===== src/rtl/pipeline_sequencer.sv =====
// Run/step/halt controller: turns debug commands into the global pipeline enable and drains
// the pipeline behind a HALT seen in ID before freezing.
module pipeline_sequencer #(
    parameter int unsigned NB_count    = 32,
    parameter int unsigned N_DRAIN     = 3,
    parameter logic [5:0]  HALT_OPCODE = 6'b111111
) (
    input  logic                in_clk,
    input  logic                in_reset,
    input  logic                in_cmd_valid,
    input  logic [1:0]          in_cmd,
    output logic                out_cmd_ready,
    input  logic [5:0]          in_opcode,
    output logic                out_enable,
    output logic                out_flush_ifid,
    output logic [NB_count-1:0] out_cycle_count,
    output logic [2:0]          out_state,
    output logic                out_done
);

    typedef enum logic [2:0] {
        StIdle   = 3'd0,
        StRun    = 3'd1,
        StStep   = 3'd2,
        StDrain  = 3'd3,
        StHalted = 3'd4
    } state_e;

    localparam logic [1:0] CmdRun  = 2'b01;
    localparam logic [1:0] CmdStep = 2'b10;
    localparam logic [1:0] CmdStop = 2'b11;

    // Wide enough to hold N_DRAIN, and at least one bit when N_DRAIN is 0.
    localparam int unsigned DW = $clog2(N_DRAIN + 2);
    localparam logic [DW-1:0]       DrainOne = 1;
    localparam logic [DW-1:0]       DrainLoad = N_DRAIN[DW-1:0];
    localparam logic [NB_count-1:0] CountOne = 1;

    state_e        state;
    logic [DW-1:0] drain_cnt;
    logic          cmd_accept;
    logic          halt_seen;

    assign out_cmd_ready = (state == StIdle) || (state == StRun) || (state == StHalted);
    assign cmd_accept    = in_cmd_valid && out_cmd_ready;
    assign halt_seen     = (in_opcode == HALT_OPCODE);
    assign out_state     = state;

    always_ff @(posedge in_clk) begin
        if (in_reset) begin
            state           <= StIdle;
            drain_cnt       <= '0;
            out_enable      <= 1'b0;
            out_flush_ifid  <= 1'b0;
            out_cycle_count <= '0;
            out_done        <= 1'b0;
        end else begin
            if (out_enable && (out_cycle_count != '1)) begin
                out_cycle_count <= out_cycle_count + CountOne;
            end
            out_done       <= 1'b0;
            out_flush_ifid <= 1'b0;

            unique case (state)
                StIdle: begin
                    if (cmd_accept && (in_cmd == CmdRun)) begin
                        state      <= StRun;
                        out_enable <= 1'b1;
                    end else if (cmd_accept && (in_cmd == CmdStep)) begin
                        state      <= StStep;
                        out_enable <= 1'b1;
                    end
                end
                StRun, StStep: begin
                    // HALT wins over a STOP presented in the same cycle.
                    if (halt_seen) begin
                        if (N_DRAIN == 0) begin
                            state      <= StHalted;
                            out_enable <= 1'b0;
                            out_done   <= 1'b1;
                        end else begin
                            state          <= StDrain;
                            out_enable     <= 1'b1;
                            out_flush_ifid <= 1'b1;
                            drain_cnt      <= DrainLoad;
                        end
                    end else if ((state == StStep) || (cmd_accept && (in_cmd == CmdStop))) begin
                        state      <= StIdle;
                        out_enable <= 1'b0;
                    end
                end
                StDrain: begin
                    drain_cnt <= drain_cnt - DrainOne;
                    if (drain_cnt == DrainOne) begin
                        state      <= StHalted;
                        out_enable <= 1'b0;
                        out_done   <= 1'b1;
                    end else begin
                        out_flush_ifid <= 1'b1;
                    end
                end
                StHalted: begin
                    // Leaving HALTED flushes IF/ID once so a fresh fetch starts clean.
                    if (cmd_accept && (in_cmd == CmdStop)) begin
                        state          <= StIdle;
                        out_flush_ifid <= 1'b1;
                    end
                end
                default: begin
                    state      <= StIdle;
                    out_enable <= 1'b0;
                end
            endcase
        end
    end

endmodule


===== config.mk =====
export PLATFORM = sky130hd
export DESIGN_NAME = pipeline_sequencer
export DESIGN_NICKNAME = d
export VERILOG_FILES = /design/src/rtl/pipeline_sequencer.sv
export SDC_FILE = /design/constraint.sdc
export NUM_CORES = 1
export LEC_CHECK = 0
export ABC_CLOCK_PERIOD_IN_PS = 4710
export CAP_MARGIN = 15
export CELL_PAD_IN_SITES_DETAIL_PLACEMENT = 1
export CELL_PAD_IN_SITES_GLOBAL_PLACEMENT = 1
export CORE_UTILIZATION = 39
export CTS_CLUSTER_SIZE = 12
export DETAILED_ROUTE_END_ITERATION = 10
export GPL_TIMING_DRIVEN = 0
export PLACE_DENSITY_LB_ADDON = 0.1
export SETUP_SLACK_MARGIN = 0.2
export SLEW_MARGIN = 20
export SYNTH_ARGS = -nofsm -noshare
export SYNTH_HDL_FRONTEND = slang
export SYNTH_SLANG_ARGS = --single-unit

===== constraint.sdc =====
create_clock -name in_clk -period 4.71 [get_ports in_clk]
set_clock_uncertainty 0.2 [all_clocks]
set_input_delay 0.7065 -clock in_clk [delete_from_list [all_inputs] [get_ports in_clk]]
set_output_delay 0.7065 -clock in_clk [all_outputs]
set_load 0.01 [all_outputs]

==> out/results.env, run 1 <==
PLACE_HPWL_UM=4680
CTS.REPAIR_TIMING.SETUP_BUFFER_COUNT=0
PRE_CTS_SLACK_NS=1.92
DOMINANTREGCELLSYNTH='sky130_fd_sc_hd__dfxtp_1'
INSERTION_DELAY_NS=0.30
COREAREA_UM2=5240
PERIOD_NEEDED_NS=2.69
ENDPOINT_KIND='register'
MOST-COMMON-LAYOUT-CELLS='sky130_fd_sc_hd__clkdlybuf4s50_1, sky130_fd_sc_hd__dfxtp_1, sky130_fd_sc_hd__a21oi_1, sky130_fd_sc_hd__nand2_1, sky130_fd_sc_hd__o21ai_0'
CTS-HOLD-FIX-BUFFERS=0
CLK_PIN_SLEW_WORST_PATHS_NS=0.08
SYNTH_SIMPLE_GATE_AREA_FRAC=0.343
GRT.OVERFLOW.TOTAL=0
FINALMAXSLEWVIOLATIONS=0
CTS_TREE='done'
SYNTH_XOR_XNOR_AREA_SHARE=0.0241
REPORT.FINAL.HOLD_VIOL_COUNT=0
DETAILED_ROUTE_VIA_COUNT=2250
DRT_FIRST_PASS_ITERS=4
GRT_SETUP_UNREPAIRED='false'
CLOCK-SINKS=41
MAX_CAP_VIOL_COUNT=0
NETLIST_INSTANCES=268
HTREEDEPTH=2
ANTENNA_FOUND_INITIAL=0
AREA_OF_THE_DIE_UM2=5890
CTS_BUFFER_DEPTH=2
FINAL_CRITICAL_PATH_SETUP_SLACK_NS=2.02
CRITICALPATHCATEGORY='reg2reg'
SEQ_AREA_UM2=821
DRT_FIRST_ITER_VIOLATIONS=102
TOTAL_POWER_uW=696
LARGEST_NET_DEGREE_AT_THE_START_OF_GLOBAL_ROUTING=13
LAYOUT.CELLS.MOST_COMMON='sky130_fd_sc_hd__clkdlybuf4s50_1'
VIAS_PER_CELL=5.70
CRITPATHMAXFANOUT=10
DIODES=0
TNS_NS=0
SYNTH-SEQ-CELLS=41
SYNTHESIS.AREA_PER_INSTANCE_UM2=8.13
P_LEAK_nW=0.925
NORMALIZED_MAX_SLEW_MARGIN=0.364
FIN_CRIT_SH=0.572
SYNTH_COMPOUND_AREA_FRAC=0.176
FINAL_SETUP_FAILS=0
DRT_WL_TOTAL_UM=6230
REMAINING_DRC_ERRORS=0
FINALWEIGHTEDCONGESTION=0.809
WORSTMARGINPINSLEW_NS=0.946
DIE_HEIGHT_UM=76.7
ROWS=26
CRITPATHARRIVALTIME_NS=2.71
WORSTSETUPSTARTPOINTTYPE='register'
ASYNC_RESET_FF_FRAC=0
START_UTIL=0.416
TOTAL_GRT_USAGE=0.229
SYNTH-ADDER-AREA-SHARE=0.0172
I_O_BUFFERS=49
MAX_CLOCK_FREQ_GHz=0.371
POST_SYNTH_MUX_AREA_SHARE=0.0247
ROUTE.ANTENNA.REMAINING_NETS=0
WORSTPATHREQUIRED_NS=4.73
SYNTH_EDF_COUNT=0
CTS_ROOT_BUF='sky130_fd_sc_hd__clkbuf_8'
DIE_W_UM=76.7
PWR_DENSITY_CELL_nW_PER_UM2=244
POST_SYNTH_NUM_CELL_TYPES=46
TRITONCTS.NUM_BUFFERS=5
SYN2LAYOUT_AREA_GROWTH_PCT=31.2
PEAKVDDDROP_uV=187
POST_SYNTH_INSTANCE_AREA_UM2=2180
IO_PINS=50
NETS=338
POSTSYNTHNETCOUNT=282
MAIN_COMBINATIONAL_CELL_FAMILY_BY_AREA_AFTER_SYNTHESIS='simple AND/OR/NAND/NOR gates'
GRT_PASS1_VIAS=2247
RUN_STATUS='complete, no violations'
POST_ROUTE_CELLS_DRIVE_ABOVE_1_SHARE=0.0646
YOSYS_WARNINGS=0
POST_DRT_WL_PER_CELL_UM=15.8
SEQ_AREA_FRAC_SYNTH=0.377
WORST_HOLD_PATH_TYPE='reg2reg'
GRT_FIRST_PASS_WIRELENGTH_UM=10800
LAYOUT.FILLER_CELLS=645
MULTIINPUTGATEAREA_UM2=1270
POST_CTS_RESIZED=0
state kept, by name (all words and copies together) (netlist names):
signal,flops
out_cycle_count,32
drain_cnt,3
out_state,3
out_done,1
out_enable,1
out_flush_ifid,1
through the flow:
stage                     area [µm²]  hold WS, ns  instances  utilization
after floorplan                 2180        0.273        268            -
after global placement          2760        0.282        387        0.526
after detailed placement        2760        0.305        387        0.526
after CTS                       2860        0.317        395        0.546
after global routing            2860        0.345        395        0.546
final                           2860        0.311        395        0.546
synthesized netlist by cell type (2+ instances only):
library cell	instances	area, µm²
sky130_fd_sc_hd__nand4_1	10	62.6
sky130_fd_sc_hd__a31o_2	2	17.5
sky130_fd_sc_hd__mux2i_1	2	20.0
sky130_fd_sc_hd__o31a_1	2	17.5
sky130_fd_sc_hd__inv_1	8	30.0
sky130_fd_sc_hd__nor4_2	2	25.0
sky130_fd_sc_hd__o31ai_1	4	30.0
sky130_fd_sc_hd__nor2_1	13	48.8
sky130_fd_sc_hd__o21a_1	3	22.5
sky130_fd_sc_hd__xnor2_1	2	17.5
sky130_fd_sc_hd__or3_1	19	119
sky130_fd_sc_hd__xor2_1	4	35.0
sky130_fd_sc_hd__buf_2	3	15.0
sky130_fd_sc_hd__dfxtp_1	41	821
sky130_fd_sc_hd__nand3_1	14	70.1
sky130_fd_sc_hd__ha_1	3	37.5
sky130_fd_sc_hd__o21ai_0	20	100
sky130_fd_sc_hd__and2_1	3	18.8
sky130_fd_sc_hd__nor2b_1	4	25.0
sky130_fd_sc_hd__clkbuf_1	9	33.8
sky130_fd_sc_hd__nand2_1	24	90.1
sky130_fd_sc_hd__nor4_1	6	37.5
sky130_fd_sc_hd__mux2_2	2	22.5
sky130_fd_sc_hd__a211oi_1	4	30.0
sky130_fd_sc_hd__a21oi_1	25	125
sky130_fd_sc_hd__nor3_1	8	40.0
sky130_fd_sc_hd__nand2b_1	3	18.8
sky130_fd_sc_hd__and3_1	6	37.5
sky130_fd_sc_hd__and4_1	4	35.0
sky130_fd_sc_hd__nor3b_1	2	15.0
report_power, final:
part	leakage (nW)	switching (mW)	internal [mW]
Clock	0.0542	0.127	0.133
Sequential	0.331	0.00576	0.353
Combinational	0.539	0.0414	0.0365
logic make-up (layout without fill, tap and decap cells):
group	count (synthesis)	count (layout)
buffers and inverters	21	78
AO/OA/AOI/OAI	65	65
adder cells (fa/ha/maj)	3	3
multiplexers	5	5
flip-flops	41	41
XOR/XNOR	6	6
AND/OR/NAND/NOR	127	127
critical path: stages (launching register included):
cell and delay (ns):
sky130_fd_sc_hd__dfxtp_1 0.47, sky130_fd_sc_hd__nand4_2 0.22, sky130_fd_sc_hd__nor4_4 0.52, sky130_fd_sc_hd__nor4b_4 0.57, sky130_fd_sc_hd__buf_2 0.33, sky130_fd_sc_hd__o21ai_0 0.14, sky130_fd_sc_hd__a21oi_1 0.16
final timing paths:
| path | startpoint | endpoint | cells after the start | slack (ns) |
|---|---|---|---|---|
| max | out_cycle_count[2] | out_cycle_count[19] | 6 | 2.02 |
| min | out_cycle_count[7] | out_cycle_count[7] | 2 | 0.31 |
| max reg2reg | out_cycle_count[2] | out_cycle_count[19] | 6 | 2.02 |
| min reg2reg | out_cycle_count[7] | out_cycle_count[7] | 2 | 0.31 |
per-layer routing:
metal | part of all wire | vias up | global-route usage
met5 | 0 | - | 0
met2 | 0.49 | 43 | 0.403
li1 | - | 1103 | -
met1 | 0.46 | 1095 | 0.279
met3 | 0.028 | 9 | 0.0357
met4 | 0.015 | 0 | 0.0846
layout make-up:
| class | count | area share |
|---|---|---|
| Multi-Input combinational cell | 206 | 0.446 |
| Sequential cell | 41 | 0.287 |
| Timing Repair Buffer | 49 | 0.172 |
| Clock buffer | 7 | 0.0337 |
| Tap cell | 70 | 0.0306 |
| Buffer | 13 | 0.0184 |
| Inverter | 8 | 0.0105 |
| Clock inverter | 1 | 0.00175 |
(Power assumes the default switching activity.)
==> run 2: changes to the inputs <==
- ABC_CLOCK_PERIOD_IN_PS: 4710 -> 2700
- CORE_UTILIZATION: 39 -> 36
- clock period: 4.71 -> 2.7 ns (I/O delays scaled with it)
==> out/results.env, run 2 (synthesis results as in run 1) <==
VIAS_PER_CELL=5.60
POST-ROUTE-UTIL=0.522
PWR_DENSITY_CELL_nW_PER_UM2=436
CRITICAL_PATH.SLOWEST_CELL='sky130_fd_sc_hd__dfxtp_1'
CRITPATHARRIVALTIME_NS=2.39
DRT_WL_TOTAL_UM=6370
MAX_CAP_VIOL_COUNT=0
DRT_FIRST_ITER_VIOLATIONS=83
MAX_CLOCK_FREQ_GHz=0.416
FIN_CRIT_SH=0.889
LARGEST-REGISTER='out_cycle_count'
MOST-COMMON-LAYOUT-CELLS='sky130_fd_sc_hd__clkdlybuf4s50_1, sky130_fd_sc_hd__dfxtp_1, sky130_fd_sc_hd__a21oi_1, sky130_fd_sc_hd__nand2_1, sky130_fd_sc_hd__o21ai_0'
HOLD_PATH.STARTPOINT='drain_cnt[0]'
DIODES=0
WORST-R2R-CELL-COUNT=6
NORMALIZED_MAX_SLEW_MARGIN=0.487
POST_ROUTE_CELLS_DRIVE_ABOVE_1_SHARE=0.0934
FINALMAXSLEWVIOLATIONS=0
RUN_STATUS='complete, no violations'
INSERTION_DELAY_NS=0.29
CRITPATHMAXFANOUT=7
GRT_PASS1_VIAS=2119
START_UTIL=0.384
LAYOUT.CELLS.MOST_COMMON='sky130_fd_sc_hd__clkdlybuf4s50_1'
DETAILED_ROUTE_VIA_COUNT=2264
FINAL_SETUP_FAILS=0
TIMING.RR.END='out_cycle_count[17]'
CTS_ROOT_BUF='sky130_fd_sc_hd__clkbuf_8'
WORSTMARGINPINSLEW_NS=0.763
REGISTER_TO_REGISTER_SETUP_SLACK_NS=0.30
DETAILROUTE.WIRELENGTH.MET2_UM=3070
P_LEAK_nW=1.01
HOLD_END='drain_cnt[0]'
PEAKVDDDROP_uV=323
PATH_DELAY_FAMILY='simple AND/OR/NAND/NOR gates'
CLOCK-SINKS=41
GRT.OVERFLOW.TOTAL=0
ENDPOINT_KIND='register'
CTS_TREE='done'
LARGEST_NET_DEGREE_AT_THE_START_OF_GLOBAL_ROUTING=14
WORSTPATHREQUIRED_NS=2.69
REMAINING_DRC_ERRORS=0
GRT_FIRST_PASS_WIRELENGTH_UM=10300
CTS-HOLD-FIX-BUFFERS=0
WORSTREG2REGSTART='out_cycle_count[3]'
TNS_NS=0
POST_DRT_WL_PER_CELL_UM=15.8
CP.BUFFERS_INVERTERS=1
PLACE_HPWL_UM=4540
ROWS=27
I_O_BUFFERS=49
REPORT.FINAL.HOLD_VIOL_COUNT=0
CRITICALPATHCATEGORY='reg2reg'
SYN2LAYOUT_AREA_GROWTH_PCT=36.1
WORSTSETUPSTARTPOINTTYPE='register'
GRT_SETUP_UNREPAIRED='true'
COREAREA_UM2=5680
HTREEDEPTH=2
DIE_HEIGHT_UM=79.8
FINALWEIGHTEDCONGESTION=0.772
DETAIL_ROUTE.WIRELENGTH.MET1_UM=3020
WORSTPATHCELLLIST='nand4_4 -> nor4_4 -> buf_4 -> nand2_1 -> nor4b_1 -> mux2_2'
NETS=345
DRT_FIRST_PASS_ITERS=4
TOTAL_MET3_WIRELENGTH_AFTER_DETAILED_ROUTING_UM=227
MAX_REG_FLOPS=32
DIE_W_UM=79.8
CTS_BUFFER_DEPTH=2
CLK_PIN_SLEW_WORST_PATHS_NS=0.09
WORST_HOLD_PATH_TYPE='reg2reg'
LAYOUT.FILLER_CELLS=698
AREA_OF_THE_DIE_UM2=6370
TOTAL_GRT_USAGE=0.208
MAXUSEDROUTINGLAYER='met4'
PERIOD_NEEDED_NS=2.40
ROUTE.ANTENNA.REMAINING_NETS=0
TRITONCTS.NUM_BUFFERS=5
IO_PINS=50
ANTENNA_FOUND_INITIAL=0
WORST_HOLD_PATH.NUM_CELLS=1
TIMING.CRITICAL_PATH.SLOWEST_CELL_DELAY_NS=0.47
==> run 2: cell types whose count changed in the layout (fill, tap and decap cells not counted), sizes merged <==
cell      previous run  this run
clkbuf              16        15
clkinvlp             0         1
bufinv               0         1
buf                  4        11
clkinv               1         0
==> run 2: repair_timing <==
action / 4_1_cts / 5_1_grt
setup buffers: 3 / 4
setup endpoints to repair: 23 / 23
hold endpoints to repair: 0 / 0
resized for setup: 2 / 4
pin swaps: 0 / 3
==> run 2: power by group <==
| group | switching, mW | total [mW] | internal, mW |
|---|---|---|---|
| clock network | 0.231 | 0.532 | 0.301 |
| logic | 0.0725 | 0.136 | 0.0635 |
| registers | 0.00872 | 0.624 | 0.615 |
| total | 0.312 | 1.29 | 0.980 |
==> run 2: worst max path at each step <==
stage / from / to / cells after the start
after global placement: out_cycle_count[2] / out_cycle_count[23] / 6
after CTS: out_enable / out_cycle_count[31] / 6
final: out_cycle_count[3] / out_cycle_count[17] / 6
after floorplan: out_cycle_count[2] / out_cycle_count[4] / 6
after global routing: out_cycle_count[3] / out_cycle_count[21] / 7
after detailed placement: out_cycle_count[2] / out_cycle_count[19] / 6
==> run 2: area by class of cell <==
type,instances,area (µm²),share of cell area
Timing Repair Buffer,56,543,0.183
Buffer,13,53.8,0.0181
Multi-Input combinational cell,206,1310,0.441
Inverter,8,30.0,0.0101
Clock buffer,6,82.6,0.0278
Tap cell,72,90.1,0.0304
Sequential cell,41,822,0.277
Clock inverter,2,37.5,0.0127
==> run 2: metal layers <==
metal  GRT usage  up-vias
met4      0.0500        0
met1       0.275     1091
met2       0.350       45
met3      0.0366        4
met5           0        -
li1            -     1124
==> run 2: metrics by stage <==
step	total power, mW	area [µm²]	hold slack (ns)	instances	setup slack (ns)
5_1_grt	1.34	2970	0.342	404	0.186
4_1_cts	1.31	2920	0.314	400	0.218
3_3_place_gp	0.772	2760	0.286	389	0.109
2_1_floorplan	0.711	2180	0.273	268	0.503
3_5_place_dp	0.775	2760	0.302	389	0.0586
6_report	1.29	2970	0.316	404	0.299
==> run 3: changes to the inputs <==
- CAP_MARGIN: 15 -> default
- PLACE_DENSITY: default -> 0.84
- PLACE_DENSITY_LB_ADDON: 0.1 -> default
==> out/results.env, run 3 (synthesis results as in run 1) <==
PERIOD_NEEDED_NS=2.36
CTS_ROOT_BUF='sky130_fd_sc_hd__clkbuf_8'
WORST-R2R-CELL-COUNT=5
GRTUSAGEMET3=0.0423
FINAL_CRITICAL_PATH_SETUP_SLACK_NS=0.336
WORSTMARGINPINSLEW_NS=0.751
TIMING.RR.END='out_cycle_count[20]'
GRT_FIRST_PASS_WIRELENGTH_UM=10800
LAYOUTNONFILLERINSTCOUNT=405
INSERTION_DELAY_NS=0.30
REPORT.FINAL.HOLD_VIOL_COUNT=0
HTREEDEPTH=2
NETS=346
MOST-COMMON-LAYOUT-CELLS='sky130_fd_sc_hd__clkdlybuf4s50_1, sky130_fd_sc_hd__dfxtp_1, sky130_fd_sc_hd__a21oi_1, sky130_fd_sc_hd__nand2_1, sky130_fd_sc_hd__o21ai_0'
CRITICALPATHCATEGORY='reg2reg'
DIE_W_UM=79.8
DIE_HEIGHT_UM=79.8
FINAL_SETUP_FAILS=0
LAYOUT.CELLS.MOST_COMMON='sky130_fd_sc_hd__clkdlybuf4s50_1'
WORST_HOLD_PATH_TYPE='reg2reg'
HOLD_END='out_cycle_count[27]'
PLACE_HPWL_UM=4690
GRT_USE_MET1=0.254
GR-MAX-USAGE-LAYER='met2'
ROWS=27
START_UTIL=0.384
ANTENNA_FOUND_INITIAL=0
DRT_FIRST_ITER_VIOLATIONS=94
PRE_CTS_SLACK_NS=0.139
TRITONCTS.NUM_BUFFERS=5
P_LEAK_nW=0.972
GRT_PASS1_VIAS=2239
CRITPATHARRIVALTIME_NS=2.38
CTS_BUFFER_DEPTH=2
TOTAL_GRT_USAGE=0.216
ENDPOINT_KIND='register'
CTS_TREE='done'
WORST_HOLD_PATH.NUM_CELLS=2
LARGEST_NET_DEGREE_AT_THE_START_OF_GLOBAL_ROUTING=13
CRITPATHMAXFANOUT=10
MAX_CLOCK_FREQ_GHz=0.423
DRT_WL_TOTAL_UM=6690
DETAILED_ROUTE_VIA_COUNT=2343
LARGEST-REGISTER='out_cycle_count'
DRT_FIRST_PASS_ITERS=4
FIN_CRIT_SH=0.875
POST_ROUTE_CELLS_DRIVE_ABOVE_1_SHARE=0.0871
FINALMAXSLEWVIOLATIONS=0
DPL.CELL_COUNT=389
POST_DRT_WL_PER_CELL_UM=16.5
DESIGN_AREA_UM2=2920
VIAS_PER_CELL=5.79
FINALWEIGHTEDCONGESTION=0.887
PWR_DENSITY_CELL_nW_PER_UM2=398
TNS_NS=0
GRT.OVERFLOW.TOTAL=0
COREAREA_UM2=5680
I_O_BUFFERS=49
PEAKVDDDROP_uV=170
GRT_SETUP_UNREPAIRED='true'
REGISTER_TO_REGISTER_SETUP_SLACK_NS=0.34
AREA_OF_THE_DIE_UM2=6370
CLOCK-SINKS=41
RUN_STATUS='complete, no violations'
NORMALIZED_MAX_SLEW_MARGIN=0.495
REMAINING_DRC_ERRORS=0
DIODES=0
SYN2LAYOUT_AREA_GROWTH_PCT=33.9
MAX_REG_FLOPS=32
CLK_PIN_SLEW_WORST_PATHS_NS=0.08
GLOBAL_ROUTE.USAGE.MET2=0.390
IO_PINS=50
WORSTSETUPSTARTPOINTTYPE='register'
ROUTE.ANTENNA.REMAINING_NETS=0
WORSTPATHREQUIRED_NS=2.72
CTS-HOLD-FIX-BUFFERS=0
HOLD_PATH.STARTPOINT='out_cycle_count[27]'
MAX_CAP_VIOL_COUNT=0
PLACEDINSTANCEAREA_UM2=2760
WORSTREG2REGSTART='out_cycle_count[2]'
==> run 3: worst max-delay path by stage <==
stage               slack, ns                   to                 from  cells past startpoint
CTS                      0.23  out_cycle_count[20]  out_cycle_count[25]                      6
global route             0.13  out_cycle_count[20]   out_cycle_count[2]                      5
detailed placement       0.14  out_cycle_count[19]   out_cycle_count[2]                      6
global placement         0.17   out_cycle_count[4]   out_cycle_count[2]                      6
finish                   0.34  out_cycle_count[20]   out_cycle_count[2]                      5
floorplan                0.50   out_cycle_count[4]   out_cycle_count[2]                      6
==> run 3: layout make-up <==
type,instances,area (µm²)
clock buffer,6,72.6
inverter,8,30.0
tap,72,90.1
fill,693,2760
clock inverter,2,10.0
multi-input combinational,206,1290
sequential,41,821
buffer,13,55.1
timing repair buffer,57,551
==> run 3: timing repair <==
| item | CTS | global route |
|---|---|---|
| pin swaps | 0 | 5 |
| endpoints found under the setup margin | 15 | 24 |
| hold endpoints to repair | 0 | 0 |
| setup buffers | 2 | 6 |
| gates resized for setup | 1 | 3 |
==> run 3: routing by layer <==
metal / vias up / wire (µm)
met2: 69 / 3360
met3: 12 / 290
met5: - / 0
met4: 0 / 129
li1: 1121 / -
met1: 1141 / 2900
==> run 3: metrics by stage <==
step | power (mW) | util | hold WS [ns]
3_5_place_dp | 0.776 | 0.486 | 0.293
6_report | 1.16 | 0.514 | 0.299
5_1_grt | 1.21 | 0.514 | 0.346
3_3_place_gp | 0.771 | 0.486 | 0.285
4_1_cts | 1.18 | 0.505 | 0.306
2_1_floorplan | 0.711 | - | 0.273
==> run 3: report_power, final <==
| group | internal (mW) | total, mW | switching, mW |
|---|---|---|---|
| clock network | 0.180 | 0.400 | 0.221 |
| registers | 0.615 | 0.624 | 0.00936 |
| logic | 0.0637 | 0.138 | 0.0738 |
| total | 0.858 | 1.16 | 0.304 |
==> run 3: critical path: stages, from the launching register on <==
cell	delay, ns
sky130_fd_sc_hd__dfxtp_1	0.47
sky130_fd_sc_hd__nand4_2	0.23
sky130_fd_sc_hd__nor4_2	0.58
sky130_fd_sc_hd__o31ai_2	0.26
sky130_fd_sc_hd__or3_1	0.39
sky130_fd_sc_hd__a21oi_1	0.15
